--- config.mk ---
export PLATFORM = sky130hd
export DESIGN_NAME = kbd_event_queue_flat
export DESIGN_NICKNAME = d
export VERILOG_FILES = /design/src/rtl/kbd_event_queue_pkg.sv /design/src/rtl/kbd_event_queue_if.sv /design/src/rtl/kbd_event_queue_fifo.sv /design/src/rtl/kbd_event_queue.sv /design/src/flat_wrapper.sv
export SDC_FILE = /design/constraint.sdc
export NUM_CORES = 1
export LEC_CHECK = 0
export BUFFER_PORTS_ARGS = -buffer_cell sky130_fd_sc_hd__buf_2
export CAP_MARGIN = 30
export CORE_MARGIN = 2
export CORE_UTILIZATION = 55
export CTS_CLUSTER_SIZE = 20
export DETAILED_ROUTE_END_ITERATION = 6
export PLACE_DENSITY_LB_ADDON = 0.3
export REMOVE_ABC_BUFFERS = 1
export SLEW_MARGIN = 30
export SYNTH_ARGS = -nofsm -noshare
export SYNTH_HDL_FRONTEND = slang
export SYNTH_HIERARCHICAL = 1
export SYNTH_SLANG_ARGS = --single-unit
export TNS_END_PERCENT = 1
--- constraint.sdc ---
create_clock -name clk -period 7.6 [get_ports clk]
set_input_delay 1.14 -clock clk [delete_from_list [all_inputs] [get_ports clk]]
set_output_delay 1.14 -clock clk [all_outputs]
set_load 0.03 [all_outputs]
--- src/rtl/kbd_event_queue_pkg.sv ---
`default_nettype none
// +--------------------------------------------------------------------+
// | kbd_pkg                                                            |
// | Shared types and constants for the keyboard event queue: decoder   |
// | states, set-2 prefix/ack bytes, modifier key codes and the bit     |
// | layout of the event word.                                          |
// | Revision: 1.0                                                      |
// +--------------------------------------------------------------------+
package kbd_pkg;

  // Decoder states: which prefix bytes have been seen for the pending key
  typedef enum logic [2:0] {
    ST_IDLE    = 3'd0,
    ST_EXT     = 3'd1,
    ST_BRK     = 3'd2,
    ST_EXT_BRK = 3'd3,
    ST_SKIP    = 3'd4
  } kbd_state_e;

  // Prefix bytes
  localparam logic [7:0] CODE_E0 = 8'hE0;
  localparam logic [7:0] CODE_F0 = 8'hF0;
  localparam logic [7:0] CODE_E1 = 8'hE1;

  // Controller/ack bytes that never describe a key
  localparam logic [7:0] CODE_00 = 8'h00;
  localparam logic [7:0] CODE_AA = 8'hAA;
  localparam logic [7:0] CODE_EE = 8'hEE;
  localparam logic [7:0] CODE_FA = 8'hFA;
  localparam logic [7:0] CODE_FE = 8'hFE;
  localparam logic [7:0] CODE_FF = 8'hFF;

  // Modifier key codes
  localparam logic [7:0] MOD_LSHIFT = 8'h12;
  localparam logic [7:0] MOD_RSHIFT = 8'h59;
  localparam logic [7:0] MOD_CTRL   = 8'h14;
  localparam logic [7:0] MOD_CAPS   = 8'h58;

  // Pause sends E1 followed by seven more bytes that carry no key action
  localparam int         SKIP_W     = 3;
  localparam logic [2:0] PAUSE_SKIP = 3'd7;

  // Event word field positions
  localparam int EV_BRK_BIT   = 15;
  localparam int EV_EXT_BIT   = 14;
  localparam int EV_SHIFT_BIT = 11;
  localparam int EV_CTRL_BIT  = 10;
  localparam int EV_CAPS_BIT  = 9;
  localparam int EV_CODE_LSB  = 0;

  // True for bytes the keyboard sends as status/acknowledge, not as keys
  function automatic logic is_ack_code(input logic [7:0] code);
    return (code == CODE_00) || (code == CODE_AA) || (code == CODE_EE) ||
           (code == CODE_FA) || (code == CODE_FE) || (code == CODE_FF);
  endfunction

endpackage
`default_nettype wire

--- src/rtl/kbd_event_queue_if.sv ---
`default_nettype none
// +--------------------------------------------------------------------+
// | kbd_event_queue_if                                                 |
// | Byte-side (ps2_kbd) and event-side (cpu) signals of the keyboard   |
// | event queue. master = environment, slave = the queue.              |
// | Revision: 1.0                                                      |
// +--------------------------------------------------------------------+
interface kbd_event_queue_if #(
  parameter int CODE_W     = 8,
  parameter int EV_W       = 16,
  parameter int FIFO_DEPTH = 8
);
  localparam int CNT_W = $clog2(FIFO_DEPTH) + 1;

  logic [CODE_W-1:0] ps2_data;
  logic              ps2_ready;
  logic              ps2_rdn;
  logic              ev_rd;
  logic [EV_W-1:0]   ev_rdata;
  logic              ev_ready;
  logic [CNT_W-1:0]  ev_count;

  modport master (
    output ps2_data, ps2_ready, ev_rd,
    input  ps2_rdn, ev_rdata, ev_ready, ev_count
  );

  modport slave (
    input  ps2_data, ps2_ready, ev_rd,
    output ps2_rdn, ev_rdata, ev_ready, ev_count
  );

endinterface
`default_nettype wire

--- src/rtl/kbd_event_queue_fifo.sv ---
`default_nettype none
// +--------------------------------------------------------------------+
// | kbd_event_fifo                                                     |
// | Synchronous FIFO for event words. Head is presented combinationally|
// | and reads as zero when empty; pops of an empty queue and pushes of |
// | a full queue are ignored.                                          |
// | Revision: 1.0                                                      |
// +--------------------------------------------------------------------+
module kbd_event_fifo #(
  parameter int WIDTH = 16,
  parameter int DEPTH = 8
) (
  input  logic                       clk,
  input  logic                       clrn,
  input  logic                       push,
  input  logic [WIDTH-1:0]           push_data,
  input  logic                       pop,
  output logic [WIDTH-1:0]           pop_data,
  output logic [$clog2(DEPTH):0]     count,
  output logic                       full,
  output logic                       empty
);
  localparam int PTR_W = $clog2(DEPTH);
  localparam int CNT_W = PTR_W + 1;

  logic [WIDTH-1:0] mem [DEPTH];
  logic [PTR_W-1:0] wr_ptr;
  logic [PTR_W-1:0] rd_ptr;
  logic [CNT_W-1:0] occupancy;
  logic             do_push;
  logic             do_pop;

  assign full     = (occupancy == CNT_W'(DEPTH));
  assign empty    = (occupancy == '0);
  assign do_push  = push && !full;
  assign do_pop   = pop && !empty;
  assign count    = occupancy;
  assign pop_data = empty ? '0 : mem[rd_ptr];

  // Storage array; contents are qualified by occupancy so no reset is needed
  always_ff @(posedge clk) begin
    if (do_push) begin
      mem[wr_ptr] <= push_data;
    end
  end

  // Pointers wrap naturally because DEPTH is a power of two
  always_ff @(posedge clk) begin
    if (!clrn) begin
      wr_ptr    <= '0;
      rd_ptr    <= '0;
      occupancy <= '0;
    end else begin
      if (do_push) wr_ptr <= wr_ptr + PTR_W'(1);
      if (do_pop)  rd_ptr <= rd_ptr + PTR_W'(1);
      case ({do_push, do_pop})
        2'b10:   occupancy <= occupancy + CNT_W'(1);
        2'b01:   occupancy <= occupancy - CNT_W'(1);
        default: occupancy <= occupancy;
      endcase
    end
  end

endmodule
`default_nettype wire

--- src/rtl/kbd_event_queue.sv ---
`default_nettype none
// +--------------------------------------------------------------------+
// | kbd_event_queue                                                    |
// | Pops set-2 scan bytes from ps2_kbd, folds E0/F0/E1 prefixes into   |
// | one event word per key action, tracks shift/ctrl/caps and queues   |
// | events for the cpu.                                                |
// | Revision: 1.0                                                      |
// +--------------------------------------------------------------------+
module kbd_event_queue
  import kbd_pkg::*;
#(
  parameter int FIFO_DEPTH = 8,
  parameter int CODE_W     = 8,
  parameter int EV_W       = 16
) (
  input  logic             clk,
  input  logic             clrn,
  kbd_event_queue_if.slave bus
);
  localparam int CNT_W = $clog2(FIFO_DEPTH) + 1;

  kbd_state_e        state;
  kbd_state_e        state_next;
  logic [SKIP_W-1:0] skip_cnt;
  logic [SKIP_W-1:0] skip_next;

  logic              consume;
  logic              scan_valid;
  logic [CODE_W-1:0] scan_byte;

  logic              key_fire;
  logic              key_brk;
  logic              key_ext;

  logic              shift;
  logic              ctrl;
  logic              caps;
  logic              caps_held;
  logic              shift_next;
  logic              ctrl_next;
  logic              caps_next;
  logic              caps_held_next;

  logic [EV_W-1:0]   event_word;
  logic              fifo_full;
  logic              fifo_empty;
  logic [CNT_W-1:0]  fifo_count;

  // scan_valid doubles as the settle gap after each pop, and fifo_full is
  // taken from the registered occupancy, so a byte is only taken when its
  // event is guaranteed a slot.
  assign consume     = clrn && bus.ps2_ready && !fifo_full && !scan_valid;
  assign bus.ps2_rdn = !consume;

  // Capture the popped byte; it is decoded in the following cycle
  always_ff @(posedge clk) begin
    if (!clrn) begin
      scan_valid <= 1'b0;
      scan_byte  <= '0;
    end else begin
      scan_valid <= consume;
      if (consume) begin
        scan_byte <= bus.ps2_data;
      end
    end
  end

  // Decoder state, pause skip counter and modifier registers
  always_ff @(posedge clk) begin
    if (!clrn) begin
      state     <= ST_IDLE;
      skip_cnt  <= '0;
      shift     <= 1'b0;
      ctrl      <= 1'b0;
      caps      <= 1'b0;
      caps_held <= 1'b0;
    end else begin
      state     <= state_next;
      skip_cnt  <= skip_next;
      shift     <= shift_next;
      ctrl      <= ctrl_next;
      caps      <= caps_next;
      caps_held <= caps_held_next;
    end
  end

  // Prefix decoder: decides whether this byte completes a key action
  always_comb begin
    state_next = state;
    skip_next  = skip_cnt;
    key_fire   = 1'b0;
    key_brk    = 1'b0;
    key_ext    = 1'b0;
    if (scan_valid) begin
      case (state)
        ST_IDLE: begin
          if (scan_byte == CODE_E0) begin
            state_next = ST_EXT;
          end else if (scan_byte == CODE_F0) begin
            state_next = ST_BRK;
          end else if (scan_byte == CODE_E1) begin
            state_next = ST_SKIP;
            skip_next  = PAUSE_SKIP;
          end else if (!is_ack_code(scan_byte)) begin
            key_fire = 1'b1;
          end
        end
        ST_EXT: begin
          if (scan_byte == CODE_F0) begin
            state_next = ST_EXT_BRK;
          end else begin
            key_fire   = 1'b1;
            key_ext    = 1'b1;
            state_next = ST_IDLE;
          end
        end
        ST_BRK: begin
          key_fire   = 1'b1;
          key_brk    = 1'b1;
          state_next = ST_IDLE;
        end
        ST_EXT_BRK: begin
          key_fire   = 1'b1;
          key_brk    = 1'b1;
          key_ext    = 1'b1;
          state_next = ST_IDLE;
        end
        ST_SKIP: begin
          skip_next = skip_cnt - SKIP_W'(1);
          if (skip_cnt <= SKIP_W'(1)) begin
            state_next = ST_IDLE;
          end
        end
        default: begin
          state_next = ST_IDLE;
        end
      endcase
    end
  end

  // Modifier update and event word; the event reports the post-update state.
  // Caps lock only toggles on the first make of a hold, so typematic repeats
  // leave it alone. E0 58 is not the caps key, hence the non-extended filter.
  always_comb begin
    shift_next     = shift;
    ctrl_next      = ctrl;
    caps_next      = caps;
    caps_held_next = caps_held;
    if (key_fire) begin
      if (!key_ext && (scan_byte == MOD_LSHIFT || scan_byte == MOD_RSHIFT)) begin
        shift_next = !key_brk;
      end
      if (scan_byte == MOD_CTRL) begin
        ctrl_next = !key_brk;
      end
      if (!key_ext && scan_byte == MOD_CAPS) begin
        if (key_brk) begin
          caps_held_next = 1'b0;
        end else begin
          if (!caps_held) begin
            caps_next = !caps;
          end
          caps_held_next = 1'b1;
        end
      end
    end
    event_word                           = '0;
    event_word[EV_BRK_BIT]               = key_brk;
    event_word[EV_EXT_BIT]               = key_ext;
    event_word[EV_SHIFT_BIT]             = shift_next;
    event_word[EV_CTRL_BIT]              = ctrl_next;
    event_word[EV_CAPS_BIT]              = caps_next;
    event_word[EV_CODE_LSB +: CODE_W]    = scan_byte;
  end

  kbd_event_fifo #(
    .WIDTH (EV_W),
    .DEPTH (FIFO_DEPTH)
  ) u_fifo (
    .clk       (clk),
    .clrn      (clrn),
    .push      (key_fire),
    .push_data (event_word),
    .pop       (bus.ev_rd),
    .pop_data  (bus.ev_rdata),
    .count     (fifo_count),
    .full      (fifo_full),
    .empty     (fifo_empty)
  );

  assign bus.ev_ready = !fifo_empty;
  assign bus.ev_count = fifo_count;

endmodule
`default_nettype wire

--- src/flat_wrapper.sv ---
// flat-port wrapper written by rule: the top's interface ports become plain ports
module kbd_event_queue_flat import kbd_pkg::*;
#(
  parameter int FIFO_DEPTH = 8,
  parameter int CODE_W     = 8,
  parameter int EV_W       = 16
)
  (clk, clrn, bus_ps2_data, bus_ps2_ready, bus_ev_rd, bus_ps2_rdn, bus_ev_rdata, bus_ev_ready, bus_ev_count);
  kbd_event_queue_if #(.CODE_W(CODE_W), .EV_W(EV_W), .FIFO_DEPTH(FIFO_DEPTH)) bus_i ();
  input  logic clk;
  input  logic clrn;
  input wire logic [$bits(bus_i.ps2_data)-1:0] bus_ps2_data;
  input wire logic [$bits(bus_i.ps2_ready)-1:0] bus_ps2_ready;
  input wire logic [$bits(bus_i.ev_rd)-1:0] bus_ev_rd;
  output wire logic [$bits(bus_i.ps2_rdn)-1:0] bus_ps2_rdn;
  output wire logic [$bits(bus_i.ev_rdata)-1:0] bus_ev_rdata;
  output wire logic [$bits(bus_i.ev_ready)-1:0] bus_ev_ready;
  output wire logic [$bits(bus_i.ev_count)-1:0] bus_ev_count;
  assign bus_i.ps2_data = bus_ps2_data;
  assign bus_i.ps2_ready = bus_ps2_ready;
  assign bus_i.ev_rd = bus_ev_rd;
  assign bus_ps2_rdn = bus_i.ps2_rdn;
  assign bus_ev_rdata = bus_i.ev_rdata;
  assign bus_ev_ready = bus_i.ev_ready;
  assign bus_ev_count = bus_i.ev_count;
  kbd_event_queue #(.FIFO_DEPTH(FIFO_DEPTH), .CODE_W(CODE_W), .EV_W(EV_W)) u_core (.clk(clk), .clrn(clrn), .bus(bus_i));
endmodule
# Word-level counts from Yosys, hierarchy flattened
# Memories as Yosys holds them, arrays and structs flattened. A register that Yosys moved wholly into a read port is not among the register bits.
# Index checks and enable logic that the tools add are counted.
[classes]
n_bitwise = 0
add_sub_neg = 5
n_div = 0
n_reduce_logical = 29
multipliers = 0
eq_ne = 24
shift = 0
muxes = 36
order_cmp = 1
[op_table]
columns = ["cell", "n"]
rows = [
  ["equality test 8 bit (second input constant)", 8],
  ["2-to-1 mux 3 bit", 9],
  ["2-to-1 mux 1 bit", 20],
  ["equality test 8 x 5 -> 1 bit (second input constant)", 2],
  ["equality test 8 x 7 -> 1 bit (second input constant)", 2],
  ["2-to-1 mux 16 bit", 1],
  ["case mux 3 bit (3 select lines)", 1],
  ["logical NOT 8 bit", 1],
  ["case mux 4 bit (2 select lines)", 1],
  ["logical AND 1 bit", 7],
  ["logical NOT 1 bit", 7],
  ["adder 3 x 1 -> 3 bit (second input constant)", 2],
  ["equality test 3 x 2 -> 1 bit (second input constant)", 2],
  ["logical OR 1 bit", 6],
  ["case mux 3 bit (2 select lines)", 1],
  ["AND reduction 5 bit", 1],
  ["adder 4 x 1 -> 4 bit (second input constant)", 1],
  ["equality test 4 bit (second input constant)", 1],
  ["logical NOT 4 bit", 1],
  ["!= test 2 x 1 -> 1 bit (second input constant)", 2],
  ["!= test 2 bit (second input constant)", 2],
  ["!= test 4 x 1 -> 1 bit (second input constant)", 1],
  ["nonzero test 2 bit", 2],
  ["subtractor 4 x 1 -> 4 bit (second input constant)", 1],
  ["other kinds (13)", 13],
]
[totals]
regBits = 29
mem_count = 1
latchBits = 0
word_cells = 107
mem_bits_ro = 0
ram_bits = 104
out_inout_bits = 22
[memory_table]
columns = ["name", "depth", "width", "read_ports", "rd_ports_with_merged_regs", "write_ports", "line", "rtl"]
rows = [
  ["u_core.u_fifo.mem", 8, 13, 1, 1, 1, "kbd_event_queue_fifo.sv:26", "logic [WIDTH-1:0] mem [DEPTH];"],
]

# Depth between registers and ports, before layout
# Gate-level depths: netlist (run 1).
[depth]
depth_word = 15
depth_mapped = 13
mapped_depth_nobuf = 12

# Modules after synthesis
# The synthesis (run 1) kept the hierarchy.
[by_module_without_submodules]
columns = ["module", "n_inst", "area_per_inst_um2", "cells_each", "seq_area_each_um2"]
rows = [
  ["kbd_event_fifo", 1, 5536.6, 276, 4103.9],
  ["kbd_event_queue", 1, 1058.5, 139, 380.4],
]

# Worst setup path after synthesis (run 1)
# Ideal clock, no wire load.
[synth_timing]
path_type = "reg2reg"
start = "register u_core.scan_byte[2]"
end = "memory u_core/u_fifo/mem[0][0] (netlist bit), enable pin"
path_slack_ns = 3.668
stages_incl_launch_ff = 8
setup_ns = 0.430
path_buffers = 1
required_ns = 7.170
t_arrival_ns = 3.502
cell_sequence = "dfxtp_1 > buf_2 > nor4_4 > nand3_2 > o211ai_1 > o32ai_1 > nand2_4 > nor4_1"
[synth_via]
elab_chain_len = 15
[synth_lines]
columns = ["element", "line", "rtl"]
rows = [
  ["start: declaration", "kbd_event_queue.sv:29", "logic [CODE_W-1:0] scan_byte;"],
  ["start signal: assignment", "kbd_event_queue.sv:63", "scan_byte <= bus.ps2_data;"],
  ["equality test 8 bit or logical NOT 8 bit (tied branches)", "kbd_event_queue_pkg.sv:53", "return (code == CODE_00) || (code == CODE_AA) || (code == CODE_EE) ||"],
  ["logical OR 1 bit (3 in series)", "kbd_event_queue_pkg.sv:53", ""],
  ["logical OR 1 bit (2 in series)", "kbd_event_queue_pkg.sv:54", "(code == CODE_FA) || (code == CODE_FE) || (code == CODE_FF);"],
  ["2-to-1 mux 1 bit", "kbd_event_queue.sv:104", "end else if (!is_ack_code(scan_byte)) begin"],
  ["2-to-1 mux 1 bit", "kbd_event_queue.sv:101", "end else if (scan_byte == CODE_E1) begin"],
  ["2-to-1 mux 1 bit", "kbd_event_queue.sv:99", "end else if (scan_byte == CODE_F0) begin"],
  ["2-to-1 mux 1 bit", "kbd_event_queue.sv:97", "if (scan_byte == CODE_E0) begin"],
  ["case mux 1 bit (3 select lines) *", "kbd_event_queue.sv:95", "case (state)"],
  ["2-to-1 mux 1 bit *", "kbd_event_queue.sv:94", "if (scan_valid) begin"],
  ["named net u_core.key_fire", "kbd_event_queue.sv:31", "logic key_fire;"],
  ["logical AND 1 bit *", "kbd_event_queue_fifo.sv:35", "assign do_push = push && !full;"],
  ["2-to-1 mux 1 bit *", "kbd_event_queue_fifo.sv:42", "if (do_push) begin"],
  ["2-to-1 mux 1 bit (not written as such) *", "kbd_event_queue_fifo.sv:43", "mem[wr_ptr] <= push_data;"],
  ["end: declaration", "kbd_event_queue_fifo.sv:26", ""],
]
# Mark *: on every way through the listed nets, which the timed path passes. The rest lies on a longest branch.

# Worst setup path in the final report (run 1)
[layout_timing]
start = "input port clrn"
end = "output port bus_ps2_rdn"
[layout_via]
elab_chain_len = 4
[layout_lines]
columns = ["element", "line", "rtl"]
rows = [
  ["start: declaration", "flat_wrapper.sv:11", "input logic clrn;"],
  ["logical AND 1 bit (3 in series)", "kbd_event_queue.sv:52", "assign consume = clrn && bus.ps2_ready && !fifo_full && !scan_valid;"],
  ["logical NOT 1 bit", "kbd_event_queue.sv:53", "assign bus.ps2_rdn = !consume;"],
  ["end: declaration", "flat_wrapper.sv:15", "output wire logic [$bits(bus_i.ps2_rdn)-1:0] bus_ps2_rdn;"],
]
# No other way between the ends.

==> results.md, run 1 <==
Drt:
- In this run the remaining antenna-violating nets after routing total 0.
- The mean routed wirelength per cell is 19.22 µm.
- The total length of routed wires is 12220 µm.
- The number of detailed-routing iterations run before antenna repair is 4.
- The per-cell via count in the routed design is 5.763.
- The post-route DRC violation count is 0.
- The detailed router finished its first iteration with 263 violations.
- Detailed routing inserted a total of 3665 vias.

Yosys:
- Multiplexer cells account for 14.11% of the synthesized area.
- The most repeated cell in the gate-level netlist after synthesis is sky130_fd_sc_hd__edfxtp_1.
- The synthesized netlist devotes 3.510% of its cell area to compound gates.
- Averaged over all synthesized cells, the footprint is 15.89 µm².
- After synthesis, flip-flops and latches occupy 67.99% of the total area.
- For this run, asynchronously set or reset flops after synthesis account for 0%.
- In the synthesized netlist the dominant register cell turns out to be sky130_fd_sc_hd__edfxtp_1.
- Ranked by total cell area, the synthesized netlist is headed by sky130_fd_sc_hd__edfxtp_1 (58%), sky130_fd_sc_hd__mux4_2 (11%), sky130_fd_sc_hd__dfxtp_1 (9.7%).
- The number of flip-flops and latches in the synthesized netlist is 160.
- The simple-gate area share of the yosys netlist is 9.789%.
- The largest family of logic cells by synthesized area is multiplexers.
- In this run the biggest area consumer among cell types represents 58.28% of the synthesized area.
- The number of different library cells used by synthesis comes to 50.
- Sorting the synthesized cells by how often they occur yields sky130_fd_sc_hd__edfxtp_1 (128), sky130_fd_sc_hd__dfxtp_1 (32), sky130_fd_sc_hd__mux4_2 (32), sky130_fd_sc_hd__nor2_1 (32), sky130_fd_sc_hd__nand2_1 (27).
- Yosys printed 6 warnings.
- Synthesis produced 415 cells.
- Of all cell types, the one taking the most synthesized area is sky130_fd_sc_hd__edfxtp_1.
- After Yosys synthesis, XOR and XNOR cells account for 1.062% of the synthesized area.
- Summing every instance area after synthesis gives 0.006595 mm².
- The synthesized netlist devotes 1.328% of its cell area to adder and majority cells.
- The number of enable flip-flop cells after synthesis is 128.

Finish:
- The count of filler cells inserted in the layout is 799.
- The area growth from synthesis to layout is 15.29%.
- The post-route netlist has 24.34% of its cells at a drive strength greater than 1.
- The repair_antennas step left the layout with diodes totalling 0.
- The final cell count without fillers is 636.
- At the end of the flow, the number of nets in the layout was 500.

Timing:
- The worst-margin pin slew is 0.7687 ns.
- The headroom to the max-slew limit is 48.54%.
- The smallest clock period supported by the final layout is computed as 3.840 ns.
- The fraction of the cycle the final worst path needs is 50.52%.
- Setup violations remaining at the end of the flow were counted as 0.
- The count of final hold-check violations is 0.
- The number of max-slew violations in the final report is 0.
- The clock arrives with 0.006155 ns of skew.
- Setup repair after global routing left no endpoint under its margin.
- The total negative slack is 0 ns.
- Once routing completed, OpenROAD measured the worst setup slack at 3.760 ns.
- The maximum clock rate is 260.4 MHz.

Die:
- The horizontal extent of the die is 113.5 µm.
- In this run the vertical extent of the chip is 113.5 µm.
- In this run the count of I/O pins placed on the die edge is 34.
- The initial utilization of the core area, before any placement, comes to 57.03%.
- The area of the core region is 0.01156 mm².
- The die covers 0.01288 mm².
- The row count is 39.

Power and ir drop:
- In this run switching power makes up 30.17% of total power.
- The total power divided by cell area is 319.9 mW/mm².
- VDD sags by at most 346.5 µV.
- After layout, the design draws a total of 2.432 mW.
- The internal cell power is 1.698 mW.
- The share of total power in sequential cells is 43.0%.
- The analysis attributes to net switching a power of 733.9 µW.
- The share of total power dissipated in the clock network is 32.6%.
- Of the total power, combinational logic draws 24.5%.
- In this run the static leakage power is 2.576 nW.

CTS:
- Clock tree synthesis found a total of 160 sinks.
- The cts-stage hold buffer count is 0.
- Clock latency on the worst-skew pair, taken at its later pin, is 0.41 ns.
- The number of cells upsized or downsized after cts is 0.
- The maximum level of the CTS H-tree is 4.
- The buffer depth of the longest clock path is 2.
- Clock-pin slew was measured on the worst setup and hold paths at 0.06 ns.
- The post-CTS setup repair buffer count is 0.
- The root cell of the clock tree is sky130_fd_sc_hd__clkbuf_16.
- The clock tree from TritonCTS is done.
- The number of buffers created by CTS is 17.

Job:
- The tool flagged a number of max-cap violations equal to 0.

Global route:
- The total global-route track usage is 20.50%.
- The number of global-route vias before repair is 3745.
- The first-pass GRT wire length is 19480 µm.
- Entering global routing, the biggest net connects 33 pins.
- The remaining global-route overflow is 0.
- The initial antenna violation count is 0.

Placement:
- At the end of routability-driven placement, the weighted congestion stood at 0.7621.
- The count of input and output buffers is 33.
- The number of instances in the placed design is 605.
- The worst setup timing slack at the placement stage is 3.746 ns.
- The HPWL after detailed placement is 7145 µm.

Worst setup path:
- The type of element capturing the critical path is an output port.
- The worst register-to-register path has a depth of 13.
- The endpoint required time on the critical path is 6.46 ns.
- For flop-to-flop paths, the worst setup slack is 4.34 ns.
- The element type at the critical path start is an input pin.
- At the worst endpoint, the arrival time is 2.70 ns.
- The critical path is of the input pin to output port type.
- The maximum fanout count along the critical path is 22.

Min path:
- The worst hold path cell count is 2.
- The path category of the worst min-delay check is register to register.

Outcome:
- The flow ran to the end, and the final reports show no timing, DRC or antenna violations.
-- kinds of logic (layout without fill, tap and decap cells) --
group,Yosys count,count (layout)
buf+inv,31,86
simple gates,118,118
other cells,1,24
mux,53,53
fa+ha+maj,7,7
compound gates,37,37
flops,160,160
xor+xnor,8,8
-- final timing paths --
| check | start | end |
|---|---|---|
| hold / removal | u_core/caps_held | u_core/caps_held |
| setup reg to reg | u_core/scan_byte[1] | u_core/u_fifo/count[2] |
| hold reg to reg | u_core/caps_held | u_core/caps_held |
| setup / recovery | clrn | bus_ps2_rdn |
-- state kept, by name, summed over array words and instances, names as in the netlist, named ones only --
signal                count
u_core/ctrl               1
u_core/caps               1
u_core/u_fifo/rd_ptr      3
u_core/state              3
u_core/u_fifo/wr_ptr      3
u_core/skip_cnt           3
u_core/caps_held          1
u_core/u_fifo/count       4
u_core/scan_valid         1
u_core/scan_byte          8
u_core/u_fifo/mem       128
u_core/shift              1
-- final cells by class --
type                       count  area (µm²)  area share, %
tap                          143       178.9          2.353
sequential                   160        4486          58.99
clock inverter                13       122.6          1.613
inverter                       9       33.78         0.4443
timing repair buffer          46       262.8          3.456
multi-input combinational    247        2091          27.50
clock buffer                  18       429.2          5.644
-- power groups by stage --
stage	sequential, mW	clock, mW	combinational [mW]
6_report	1.04	0.792	0.595
5_1_grt	1.05	0.844	0.643
4_1_cts	1.04	0.807	0.605
3_5_place_dp	1.06	0	0.603
3_3_place_gp	1.06	0	0.585
2_1_floorplan	1.09	0	0.395
-- cells in the final DEF, fill, tap and decap left out, types with 6 or more instances in the layout --
master / synthesis / routed
sky130_fd_sc_hd__a21oi_1: 12 / 12
sky130_fd_sc_hd__and2_1: 7 / 7
sky130_fd_sc_hd__buf_2: 8 / 33
sky130_fd_sc_hd__buf_4: 0 / 13
sky130_fd_sc_hd__clkbuf_16: 0 / 17
sky130_fd_sc_hd__conb_1: 1 / 24
sky130_fd_sc_hd__dfxtp_1: 32 / 31
sky130_fd_sc_hd__edfxtp_1: 128 / 128
sky130_fd_sc_hd__ha_1: 7 / 7
sky130_fd_sc_hd__inv_1: 9 / 9
sky130_fd_sc_hd__mux2i_1: 21 / 21
sky130_fd_sc_hd__mux4_2: 32 / 32
sky130_fd_sc_hd__nand2_1: 27 / 27
sky130_fd_sc_hd__nand2b_1: 6 / 6
sky130_fd_sc_hd__nand3_1: 7 / 7
sky130_fd_sc_hd__nor2_1: 32 / 32
sky130_fd_sc_hd__nor3_1: 13 / 9
sky130_fd_sc_hd__o21ai_0: 10 / 10
-- critical path, cell delays in order --
cell and delay (ns):
sky130_fd_sc_hd__buf_2 0.29, sky130_fd_sc_hd__inv_1 0.28, sky130_fd_sc_hd__nor4b_4 0.71, sky130_fd_sc_hd__inv_1 0.08
sky130_fd_sc_hd__buf_2 0.20
-- routing by layer --
metal / GRT usage, % / up-vias / wire, µm
li1: - / 1703 / -
met1: 28.03 / 1863 / 5495
met2: 33.17 / 87 / 6169
met3: 4.410 / 12 / 449
met4: 7.154 / 0 / 106
met5: 0 / - / 0
-- per-stage QoR --
stage	util [%]	hold WS, ns	area (µm²)
6_report	65.75	0.5403	7604
5_1_grt	65.75	0.5638	7604
4_1_cts	65.75	0.5308	7604
3_5_place_dp	60.98	0.5172	7052
3_3_place_gp	60.90	0.4879	7043
2_1_floorplan	-	0.4738	6574
Note: power is estimated with default switching activity, not from simulation.
==> inputs of run 2 (changes only) <==
Settings changed: ABC_AREA from default to 1.
Clock period 7.6 ns to 3.95 ns, I/O delays scaled along.
==> run 2 against run 1 <==
  * Area after synthesis up 4.5%
  * Sequential share of layout area shrank 2.1 points
  * Highest routed layer unchanged
  * Critical endpoint is now bus_ev_rdata[2]
  * Critical path type is now register to output port
  * Design area is 3.6% higher
  * Largest cell class unchanged
==> results.md, run 2 <==
Drt:
- The post-route DRC violation count is 0.
- The via count is 4813.
- The per-cell via count in the routed design is 5.342.
- The count of antenna-violating nets left after detailed routing is 0.
- After the first detailed-routing iteration, the DRC count stood at 477.
- The number of detailed-routing iterations run before antenna repair is 5.
- Dividing the detail-routed wire length by the instance count gives 16.14 µm.
- Summed over all layers, the routed wires come to 14540 µm.

Worst setup path:
- For the worst setup path, the data required time is 3.36 ns.
- In this run the worst path has a maximum fanout of 16.
- The capture point of the worst reg-to-reg path is u_core/u_fifo/count[2].
- The critical path endpoint is bus_ev_rdata[2].
- The class of the most critical setup path is register to output port.
- The critical path arrival is 2.24 ns.
- The flop-to-flop setup slack is 1.20 ns.
- The reg-to-reg critical path startpoint is u_core/scan_byte[4].
- The worst setup path is launched from a register.
- The cell count of the worst reg-to-reg path is 20.
- The type of element capturing the critical path is an output port.

Timing:
- Setup violations remaining at the end of the flow were counted as 0.
- For the final routed database, the setup TNS stands at 0 ns.
- Setup repair after global routing left no endpoint under its margin.
- The headroom to the max-slew limit is 57.14%.
- The fraction of the cycle the final worst path needs is 71.70%.
- The number of max-slew violations in the final report is 0.
- The count of final hold-check violations is 0.
- The maximum clock rate is 353.1 MHz.
- Between clock sinks in the finished design, the worst skew comes to 0.008835 ns.
- At the pin with the least slew margin, the transition time is 0.6429 ns.
- The time the worst path needs with I/O delays and setup is 2.832 ns.

CTS:
- The number of cells upsized or downsized after cts is 0.
- The number of buffers created by CTS is 17.
- TritonCTS built the clock tree.
- The buffer depth of the longest clock path is 2.
- The clock slew at the register clock pins of the worst setup and hold paths is 0.06 ns.
- In this run, post-CTS hold repair placed 0 buffers.
- The post-CTS setup repair buffer count is 0.
- The maximum level of the CTS H-tree is 4.
- The root cell of the clock tree is sky130_fd_sc_hd__clkbuf_16.
- Clock latency on the worst-skew pair, taken at its later pin, is 0.42 ns.
- Counting every sink on the clock net gives 160.

Power and ir drop:
- The maximum ir drop on the vdd rail is 535.4 µV.
- In this run the power density over the cells is 648.1 mW/mm².
- For this design the static power due to leakage is 3.049 nW.

Finish:
- The fraction of layout cells with a size suffix above 1 is 14.87%.
- The final net count is 739.
- The count of inserted antenna diode cells is 0.
- The filler cells instantiated in the layout total 957.
- The register bank with the most flops is u_core/u_fifo/mem.
- Across the whole layout, storage elements account for 0.004487 mm².
- The library cells used most frequently in the layout, excluding fill and tap cells, are sky130_fd_sc_hd__nor2_1 (146), sky130_fd_sc_hd__edfxtp_1 (128), sky130_fd_sc_hd__nand2_1 (71).
- The utilization of the core after routing is 65.06%.
- Summing all multi-input logic gate instances after layout gives 0.002141 mm².
- The register with the most flip-flops in the layout has 128 of them.
- Relative to the synthesized area, the layout overhead comes to 14.34%.
- Leaving out fill and tap cells, the most frequent cell in the layout is sky130_fd_sc_hd__nor2_1.

Yosys:
- The most area-hungry cell type in the Yosys netlist is sky130_fd_sc_hd__edfxtp_1.
- After synthesis, the cell types taking the most area are sky130_fd_sc_hd__edfxtp_1 (56%), sky130_fd_sc_hd__dfxtp_1 (9.3%), sky130_fd_sc_hd__nor2_1 (8.0%).
- The area share of the largest cell type after synthesis is 55.77%.
- The proportion of synthesized flip-flops having asynchronous set or reset is 0%.
- In this run, distinct cell masters in the synthesized netlist total 34.
- The post-synthesis sequential area ratio is 65.07%.
- sky130_fd_sc_hd__nor2_1 is the most common cell in the netlist.
- A synthesized cell averages 10.49 µm².
- The Yosys warning count is 6.
- The synthesized design contains 128 enable-type register cells.
- The number of flip-flops and latches in the synthesized netlist is 160.
- The most common flop cell mapped by yosys is sky130_fd_sc_hd__edfxtp_1.
- In this run the cell area of the synthesized design comes to 0.006892 mm².
- After technology mapping, the gate count stands at 657.
- The commonest cells after synthesis are sky130_fd_sc_hd__nor2_1 (146), sky130_fd_sc_hd__edfxtp_1 (128), sky130_fd_sc_hd__nand2_1 (71).

Global route:
- The remaining global-route overflow is 0.
- The total global-route track usage is 23.42%.
- The first-pass GRT wire length is 23340 µm.
- The initial antenna violation count is 0.
- The number of global-route vias before repair is 4686.
- The pin count of the biggest net entering global routing is 65.

Placement:
- During placement, the flow inserted port buffers numbering 33.
- The HPWL after detailed placement is 8824 µm.
- At the end of routability-driven placement, the weighted congestion stood at 0.9842.

Die:
- For this configuration, the core starts out at a cell density of 56.90%.
- The area of the core region is 0.01211 mm².
- The initialized floorplan defines 40 standard-cell rows.
- In this run the vertical extent of the chip is 115.9 µm.
- For this design the top-level I/O count stands at 34.
- The die covers 0.01344 mm².
- From left edge to right edge, the die measures 115.9 µm.

Outcome:
- The run finished with clean final reports.

Min path:
- The path class of the tightest hold or removal check is input pin to register.

Job:
- The number of max-cap violations is 0.
## run 2: cell types whose count changed after synthesis, sizes merged, moves of 7 or more
cell	previous run	this run
nor2	32	152
o21ai	10	86
nand2	28	83
inv	9	50
mux4	32	0
mux2i	21	0
o22ai	0	17
o211ai	3	18
a21oi	12	25
nand3	8	19
nor3	13	3
and2	7	0
buf	11	18
## run 2: through the flow
stage | instances | hold WS (ns) | power, mW | setup WS [ns] | cell area, µm²
floorplan | 654 | 0.4438 | 3.119 | 0.9381 | 6813
finish | 901 | 0.4074 | 5.107 | 1.118 | 7880
global route | 901 | 0.4279 | 5.372 | 0.8677 | 7880
CTS | 901 | 0.3932 | 5.133 | 1.083 | 7880
global placement | 868 | 0.4561 | 3.543 | 1.373 | 7287
detailed placement | 869 | 0.4741 | 3.610 | 1.238 | 7316
## run 2: how the worst min path moves through the flow
stage                                    to  slack, ns  depth (start not counted)                    start
after CTS                 u_core/scan_valid       0.39                          3            bus_ps2_ready
after floorplan             u_core/state[0]       0.44                          2          u_core/state[0]
after global routing      u_core/scan_valid       0.43                          3            bus_ps2_ready
after detailed placement           register       0.47                          1  u_core/u_fifo/rd_ptr[0]
after global placement      u_core/state[0]       0.46                          2          u_core/state[0]
final                     u_core/scan_valid       0.41                          3            bus_ps2_ready
## run 2: metal layers
layer  vias to the layer above  track usage, %  share of wire (%)
met3                        31           4.341                5.0
met4                         0           11.43                2.7
li1                       2373               -                  -
met5                         -               0                  0
met1                      2268           29.56                 43
met2                       141           39.18                 49
## run 2: critical path, cell delays in order (launching register included)
cell	delay, ns
sky130_fd_sc_hd__dfxtp_1	0.32
sky130_fd_sc_hd__buf_4	0.19
sky130_fd_sc_hd__inv_1	0.45
sky130_fd_sc_hd__o21ai_0	0.22
sky130_fd_sc_hd__o22ai_1	0.20
sky130_fd_sc_hd__nor2_1	0.06
sky130_fd_sc_hd__nor2_1	0.15
sky130_fd_sc_hd__buf_2	0.21
## run 2: cell families (layout without fill, tap and decap cells)
family / after synthesis / in the layout / share of synthesized area [%]
simple gates: 262 / 262 / 16.25
flops: 160 / 160 / 65.07
fa+ha+maj: 7 / 7 / 1.271
other cells: 1 / 24 / 0.05441
xor+xnor: 4 / 4 / 0.5084
compound gates: 147 / 147 / 11.73
buf+inv: 76 / 129 / 5.120
## run 2: area by class of cell
cell class | instances | area share (%)
timing repair buffer | 47 | 3.684
inverter | 50 | 2.382
multi-input combinational | 444 | 27.17
clock inverter | 8 | 0.6351
clock buffer | 24 | 6.526
tap | 168 | 2.668
sequential | 160 | 56.94
## run 2: where the power goes
group          internal [mW]  total [mW]  switching (mW)
sequential              1.91        2.00          0.0840
combinational          0.459        1.58            1.12
clock                  0.909        1.53           0.624
